### src/rtl/float_pkg.sv
// Shared float result types and IEEE-style constant helpers.
package float_pkg;

  localparam int DEF_FLOAT_SIZE    = 32;
  localparam int DEF_EXPONENT_SIZE = 8;
  localparam int DEF_MANTISSA_SIZE = 23;

  // Exception flags travelling with each product word.
  typedef struct packed {
    logic overflow;
    logic underflow;
    logic inexact;
  } float_flags_t;

  // One FIFO entry: stored word plus its flags.
  typedef struct packed {
    logic [DEF_FLOAT_SIZE-1:0] data;
    logic                      overflow;
    logic                      underflow;
    logic                      inexact;
  } float_result_t;

  // Signed infinity: all-ones exponent, zero mantissa.
  function automatic logic [DEF_FLOAT_SIZE-1:0] make_inf(input logic sign);
    return {sign, {DEF_EXPONENT_SIZE{1'b1}}, {DEF_MANTISSA_SIZE{1'b0}}};
  endfunction

  // Signed zero.
  function automatic logic [DEF_FLOAT_SIZE-1:0] make_zero(input logic sign);
    return {sign, {(DEF_FLOAT_SIZE-1){1'b0}}};
  endfunction

endpackage

### src/rtl/float_exception_status.sv
// Sticky exception flags and saturating overflow/underflow counter.
// Only accepted pushes (push_fire) are observed; a set in the same
// cycle as clear_sticky wins so no event is lost.
module float_exception_status import float_pkg::*; #(
  parameter int COUNT_WIDTH = 8
) (
  input  logic                   clk,
  input  logic                   rst_n,
  input  logic                   push_fire,
  input  float_flags_t           flags,
  input  logic                   clear_sticky,
  output logic                   sticky_overflow,
  output logic                   sticky_underflow,
  output logic                   sticky_inexact,
  output logic [COUNT_WIDTH-1:0] exc_count
);

  localparam logic [COUNT_WIDTH-1:0] CNT_MAX = '1;

  logic set_ovf, set_unf, set_inx, inc;

  assign set_ovf = push_fire & flags.overflow;
  assign set_unf = push_fire & flags.underflow;
  assign set_inx = push_fire & flags.inexact;
  assign inc     = set_ovf | set_unf;

  // Sticky flags: set has priority over clear.
  always_ff @(posedge clk or negedge rst_n) begin
    if (!rst_n) begin
      sticky_overflow  <= 1'b0;
      sticky_underflow <= 1'b0;
      sticky_inexact   <= 1'b0;
    end else begin
      sticky_overflow  <= set_ovf | (sticky_overflow  & ~clear_sticky);
      sticky_underflow <= set_unf | (sticky_underflow & ~clear_sticky);
      sticky_inexact   <= set_inx | (sticky_inexact   & ~clear_sticky);
    end
  end

  // Exception counter: clear restarts at the current event, else saturating +1.
  always_ff @(posedge clk or negedge rst_n) begin
    if (!rst_n)
      exc_count <= '0;
    else if (clear_sticky)
      exc_count <= {{(COUNT_WIDTH-1){1'b0}}, inc};
    else if (inc && exc_count != CNT_MAX)
      exc_count <= exc_count + 1'b1;
  end

endmodule

### src/rtl/float_result_queue.sv
// Registered FWFT result queue behind the float multiplier.
// Optional: define FLOAT_RESULT_SATURATE_EN to store overflow entries as
// signed infinity and underflow entries as signed zero (flags unchanged).
module float_result_queue import float_pkg::*; #(
  parameter int FLOAT_SIZE    = DEF_FLOAT_SIZE,
  parameter int EXPONENT_SIZE = DEF_EXPONENT_SIZE,
  parameter int MANTISSA_SIZE = DEF_MANTISSA_SIZE,
  parameter int DEPTH         = 4,
  parameter int COUNT_WIDTH   = 8
) (
  input  logic                     clk,
  input  logic                     rst_n,
  input  logic                     in_valid,
  output logic                     in_ready,
  input  logic [FLOAT_SIZE-1:0]    in_data,
  input  logic                     in_overflow,
  input  logic                     in_underflow,
  input  logic                     in_inexact,
  output logic                     out_valid,
  input  logic                     out_ready,
  output logic [FLOAT_SIZE-1:0]    out_data,
  output logic                     out_overflow,
  output logic                     out_underflow,
  output logic                     out_inexact,
  output logic [$clog2(DEPTH):0]   count,
  input  logic                     clear_sticky,
  output logic                     sticky_overflow,
  output logic                     sticky_underflow,
  output logic                     sticky_inexact,
  output logic [COUNT_WIDTH-1:0]   exc_count
);

  localparam int PTR_W  = $clog2(DEPTH);
  localparam int CNT_W  = PTR_W + 1;
  localparam int SIGN_B = EXPONENT_SIZE + MANTISSA_SIZE;

  float_result_t          mem [DEPTH];
  logic [PTR_W-1:0]       wr_ptr, rd_ptr;
  logic [CNT_W-1:0]       cnt;
  logic                   push, pop;
  logic                   sign;
  logic [SIGN_B-1:0]      mag;
  logic [FLOAT_SIZE-1:0]  wdata;
  float_result_t          head;
  float_flags_t           in_flags;

  assign in_ready  = (cnt < CNT_W'(DEPTH));
  assign out_valid = (cnt != '0);
  assign push      = in_valid & in_ready;
  assign pop       = out_valid & out_ready;
  assign count     = cnt;

  assign sign = in_data[SIGN_B];
  assign mag  = in_data[SIGN_B-1:0];

  // Write-path word: verbatim, or IEEE-saturated when the option is built in.
  // Overflow takes precedence if a producer ever flags both.
  always_comb begin
    wdata = {sign, mag};
`ifdef FLOAT_RESULT_SATURATE_EN
    if (in_overflow)
      wdata = make_inf(sign);
    else if (in_underflow)
      wdata = make_zero(sign);
`endif
  end

  // Storage: no reset needed, contents are qualified by cnt.
  always_ff @(posedge clk) begin
    if (push)
      mem[wr_ptr] <= '{data: wdata, overflow: in_overflow,
                       underflow: in_underflow, inexact: in_inexact};
  end

  // Pointers and occupancy; power-of-two DEPTH makes the pointers wrap for free.
  always_ff @(posedge clk or negedge rst_n) begin
    if (!rst_n) begin
      wr_ptr <= '0;
      rd_ptr <= '0;
      cnt    <= '0;
    end else begin
      if (push) wr_ptr <= wr_ptr + 1'b1;
      if (pop)  rd_ptr <= rd_ptr + 1'b1;
      case ({push, pop})
        2'b10:   cnt <= cnt + 1'b1;
        2'b01:   cnt <= cnt - 1'b1;
        default: cnt <= cnt;
      endcase
    end
  end

  // Head presentation: zeros when empty so stale storage never leaks out.
  always_comb begin
    head = '0;
    if (out_valid) head = mem[rd_ptr];
  end

  assign out_data      = head.data;
  assign out_overflow  = head.overflow;
  assign out_underflow = head.underflow;
  assign out_inexact   = head.inexact;

  assign in_flags = '{overflow: in_overflow, underflow: in_underflow,
                      inexact: in_inexact};

  float_exception_status #(
    .COUNT_WIDTH (COUNT_WIDTH)
  ) u_status (
    .clk              (clk),
    .rst_n            (rst_n),
    .push_fire        (push),
    .flags            (in_flags),
    .clear_sticky     (clear_sticky),
    .sticky_overflow  (sticky_overflow),
    .sticky_underflow (sticky_underflow),
    .sticky_inexact   (sticky_inexact),
    .exc_count        (exc_count)
  );

endmodule

### config.mk
export PLATFORM = sky130hd
export DESIGN_NAME = float_result_queue
export DESIGN_NICKNAME = d
export VERILOG_FILES = /design/src/rtl/float_pkg.sv /design/src/rtl/float_exception_status.sv /design/src/rtl/float_result_queue.sv
export SDC_FILE = /design/constraint.sdc
export NUM_CORES = 1
export LEC_CHECK = 0
export BUFFER_PORTS_ARGS = -buffer_cell sky130_fd_sc_hd__buf_2
export CORE_MARGIN = 2
export CORE_UTILIZATION = 50
export DETAILED_ROUTE_END_ITERATION = 6
export GPL_TIMING_DRIVEN = 0
export PLACE_DENSITY = 0.73
export SETUP_SLACK_MARGIN = 0.05
export SLEW_MARGIN = 20
export SYNTH_ARGS = -nofsm -noshare
export SYNTH_HDL_FRONTEND = slang
export SYNTH_HIERARCHICAL = 1
export SYNTH_SLANG_ARGS = --single-unit
### constraint.sdc
create_clock -name clk -period 3.1 [get_ports clk]
set_input_delay 0.465 -clock clk [delete_from_list [all_inputs] [get_ports clk]]
set_output_delay 0.465 -clock clk [all_outputs]
set_load 0.01 [all_outputs]
**Word-level counts from Yosys, hierarchy flattened**

Memories as Yosys holds them, arrays and structs flattened.
Index checks and enable logic that the tools add are counted.

- Register bits after elaboration: 18
- RAM bits: 140
- Input port bits: 40
- Output and inout port bits: 51
- Logic and storage cells: 40
- Memories: 1

Memories:

| name | depth | width | read ports | clocked after memory_dff | write ports | line | RTL |
|---|---|---|---|---|---|---|---|
| mem | 4 | 35 | 1 | 0 | 1 | float_result_queue.sv:37 | `float_result_t mem [DEPTH];` |

- Add/sub/neg operators: 5
- Magnitude comparators: 1
- Eq/ne operators: 3
- Muxes and demuxes: 6
- Bitwise logic cells: 13
- Reduce and logical (&&, ||, !) cells: 4

Operator list:

| operator | number |
|---|---|
| $mux 35 | 1 |
| $mux 8 | 2 |
| $add 8x1->8 const B | 1 |
| $and 1x1->1 | 8 |
| $ne 8x8->1 const B | 1 |
| $pmux 3 s2 | 1 |
| $add 2x1->2 const B | 2 |
| $or 1x1->1 | 4 |
| $reduce_bool 2->1 | 2 |
| $add 3x1->3 const B | 1 |
| $lt 3x3->1 const B | 1 |
| $reduce_bool 3->1 | 1 |
| $sub 3x1->3 const B | 1 |
| $eq 2x1->1 const B | 1 |
| $eq 2x2->1 const B | 1 |
| $mux 1 | 2 |
| $logic_and 1x1->1 | 1 |
| $not 1->1 | 1 |

**Logic depth before layout (Yosys ltp)**

- Depth in word-level cells: 7
- Mapped depth: 9
- Gate-level depth less buffers: 8

**Hierarchy**

The synthesis kept the hierarchy.

By module, submodules not included:

| module | instances | cells an instance | area each (sq um) |
|---|---|---|---|
| float_result_queue | 1 | 261 | 5756.8 |
| float_exception_status | 1 | 64 | 648.1 |

**Worst setup path after synthesis**

OpenSTA, ideal clock, no wires.

- Path kind: input-to-reg
- Start point: input port in_valid
- End point: memory mem[0][0] (netlist name) (enable)
- Data arrival time: 1828 ps
- Path slack: 876 ps
- Stages: 3
- Path through: nor2b_1 clkbuf_1 and2_1

- Word-level cells in the longest chain between the ends: 3

RTL lines:

| element | line | RTL |
|---|---|---|
| start: declaration | float_result_queue.sv:13 | `input logic in_valid,` |
| $and 1x1->1 | float_result_queue.sv:49 | `assign push = in_valid & in_ready;` |
| via push | float_result_queue.sv:40 | `logic push, pop;` |
| $mux 1 | float_result_queue.sv:70 | `if (push)` |
| $mux 1 (not written as such) | float_result_queue.sv:71 | `mem[wr_ptr] <= '{data: wdata, overflow: in_overflow,` |
| end: declaration | float_result_queue.sv:37 |  |

The timed path passes the listed nets, and every way through them passes these cells.

**Worst setup path in the final report**

- Start point: register cnt[0], in the netlist count[0]
- End point: output port out_data[6]

- Word-level cells in the longest chain between the ends: 2

RTL lines:

| element | line | RTL |
|---|---|---|
| start: declaration | float_result_queue.sv:39 | `logic [CNT_W-1:0] cnt;` |
| start signal: assignment | float_result_queue.sv:85 | `2'b10: cnt <= cnt + 1'b1;` |
| start signal: assignment | float_result_queue.sv:86 | `2'b01: cnt <= cnt - 1'b1;` |
| start signal: assignment | float_result_queue.sv:87 | `default: cnt <= cnt;` |
| $reduce_bool 3->1 | float_result_queue.sv:48 | `assign out_valid = (cnt != '0);` |
| $mux 35 | float_result_queue.sv:95 | `if (out_valid) head = mem[rd_ptr];` |
| end: declaration | float_result_queue.sv:21 | `output logic [FLOAT_SIZE-1:0] out_data,` |

Every way passes these cells.

==> run summary <==
Antenna violations before repair - 1
Leakage power total - 2.80 nW
Post-route DRC violation count - 0
Path type of the worst min-delay path - primary input to flop
Sequential-to-total area share from yosys stat - 72.7%
Final Hold Fails - 0
Setup CP Type - flop to output pin
Area grow syn2layout - 21.2%
Max cap viols - 0
GRT overflow - 0
Worst setup SP type - flop
Clk root buf - sky130_fd_sc_hd__clkbuf_16
Most instantiated flip-flop cell in the synthesis netlist - sky130_fd_sc_hd__edfxtp_1
Reg2Reg Depth - 4
Worst Clk Skew - 5.40 ps
DRC violation total after the first TritonRoute iteration - 257
Detailed placer's ending HPWL - 7170 um
Number of vias per cell - 5.19
CP peak stage delay - 410 ps
Number of enable flip-flop cells after synthesis - 140
Final Cycle Share - 80.2%
# H-tree levels - 4
Cell area after technology mapping - 6400 um2
Final-layout setup total negative slack - 0 ps
Die footprint - 13700 um2
Most frequent CP cell - sky130_fd_sc_hd__buf_2
Ports - 91
Global-route usage over all layers - 17.6%
Worst voltage drop across the vdd grid - 0.599 mV
Clock slew at the register clock pins of the worst setup and hold paths - 60 ps
Sink count of the clock tree - 158
I/O Buffers - 90
Buffers and inverters on the worst path - 3
Wire length after detailed routing - 11300 um
Number of stages on the worst setup path - 5
Number of nets in the final layout - 486
Syn Inst Count - 325
Area share of the largest cell type after synthesis - 65.6%
Total CTS buffers - 17
Cell types with the highest counts after synthesis - sky130_fd_sc_hd__edfxtp_1 (140), sky130_fd_sc_hd__and2_1 (41), sky130_fd_sc_hd__mux4_2 (28)
Count of cell types in the netlist - 38
Critical-path cell list - or3_1, buf_2, clkbuf_1, and2_1, buf_2
Detailed Routing Iterations Pass 1 - 4
Maximum number of pins on one net before global-route repair - 21
Run status - finished, final reports clean
Maximum operating frequency - 0.402 GHz
ANT nets after route - 0
Instance count along the most critical hold path - 1
Vias after detailed routing - 3239
Mapped Nets - 372
Initial cell density of the core - 51.0%
Final Max Tran Viols - 0
Final Power - 7.03 mW
Seq cells post-synth - 158
Data arrival time at the worst-slack endpoint - 2020 ps
Largest driver fanout on the critical path - 10
Proportion of synthesized flip-flops having asynchronous set or reset - 11.4%
Power per cell area - 906 nW/um2
Worst-path cell with the longest stage delay - sky130_fd_sc_hd__dfrtp_1
Avg WL per Cell - 18.1 um
Insertion delay of the later-clocked pin in the worst-skew pair - 410 ps
Area of the placeable core - 12600 um2
Final hold slack - 264 ps
Die width - 117 um
Slew at the pin with the worst max-slew slack - 600 ps
Max Buffers Root-to-Sink - 2
Final setup violation count - 0
Number of standard-cell rows in the floorplan - 41
Via count of the first global-routing pass - 3315
Slew HR - 60.0%
Die height - 117 um
Time the worst path needs with I/O delays and setup - 2490 ps
Ratio of cells with drive above 1 in the final layout - 37.9%
Worst Setup End Kind - output pin
Global-route wire length before repair - 17200 um
Number of synthesis warnings - 6
Fill cell total of the finished layout - 933
Top area cells in the synthesized netlist - sky130_fd_sc_hd__edfxtp_1 (66%), sky130_fd_sc_hd__mux4_2 (9.8%), sky130_fd_sc_hd__dfrtp_1 (7.0%)
Clock tree from TritonCTS - yes
Routability cong. - 0.789
Post-synth top area cell - sky130_fd_sc_hd__edfxtp_1
Count leader, synth - sky130_fd_sc_hd__edfxtp_1
Cell family contributing the most delay on the critical path - simple AND/OR/NAND/NOR gates
Critical path required time - 2630 ps
Unrepaired setup endpoints after global routing - no
Synth Area per Inst - 19.7 um2
==> cells by family after synthesis <==
group / after synthesis / share of synthesized area (%)
and+or+nand+nor: 74 / 7.09
adders and majority gates: 7 / 1.48
AOI/OAI and AO/OA: 14 / 1.97
buffers and inverters: 26 / 2.50
muxes: 38 / 13.2
DFF: 158 / 72.7
xor gates and xnor gates: 8 / 1.09
==> repair_timing <==
item                      CTS  global route
gates resized for setup     0             0
buffers inserted            0             0
hold endpoints to repair   18             0
hold buffers                1             0
==> power breakdown <==
group / switching, mW / internal, mW / total, mW
Sequential: 0.0922 / 2.66 / 2.76
Combinational: 1.13 / 1.15 / 2.28
Clock: 0.744 / 1.25 / 1.99
Total: 1.97 / 5.07 / 7.03
==> registers in the layout, indices dropped and copies added, names as in the netlist <==
signal and cells:
mem 140, u_status/exc_count 8, count 3, wr_ptr 2, u_status/sticky_inexact 1, u_status/sticky_overflow 1, rd_ptr 2, u_status/sticky_underflow 1
==> layer usage <==
layer	track usage [%]	part of all wire, %
met4	7.29	0.97
met5	0	0
met3	5.61	5.4
met1	21.9	42
met2	28.9	52
==> cell type report <==
type,count,area (um2),share of cell area (%)
sequential,158,4650,60.0
antenna,1,2.50,0.0322
timing repair buffer,95,571,7.35
multi-input combinational,141,1600,20.6
tap,172,215,2.77
clock buffer,22,444,5.72
clock inverter,9,119,1.53
inverter,12,45.0,0.580
buffer,14,115,1.48
==> worst register-to-register path: cells and delay by family (launching register included) <==
kind	cells	cell delay, ps
DFF	1	400
and+or+nand+nor	2	760
buffers and inverters	2	670
==> worst paths after layout <==
kind	from	to	slack [ps]
hold reg to reg	count[0]	count[0]	520
setup reg to reg	count[2]	mem[0][8]	970
hold / removal	in_data[15]	mem[2][18]	260
min in group asynchronous	rst_n	u_status/sticky_inexact	510
setup / recovery	count[0]	out_data[6]	610
max in group asynchronous	rst_n	u_status/exc_count[5]	2300
==> layout by cell type, fill, tap and decap left out, drive strengths merged, types with 2 or more instances in the layout <==
cell type	instances
edfxtp	140
buf	103
and2	41
mux4	35
clkbuf	27
dfrtp	18
inv	12
nor2	12
nand2	7
ha	6
o21ai	6
xnor2	5
clkinv	5
xor2	3
mux2i	3
bufinv	3
nor3	3
nand3	3
nor2b	2
and3	2
a221oi	2
o21a	2
==> metrics by stage <==
step | cells | util [%] | cell area [um2] | setup slack [ps]
after CTS | 623 | 61.7 | 7760 | 567
final | 624 | 61.8 | 7760 | 613
after global placement | 587 | 56.3 | 7070 | 21.3
after detailed placement | 591 | 57.2 | 7190 | 747
after floorplan | 325 | - | 6400 | 876
after global routing | 623 | 61.7 | 7760 | 450
No activity file was read; power rests on OpenSTA's default activity.
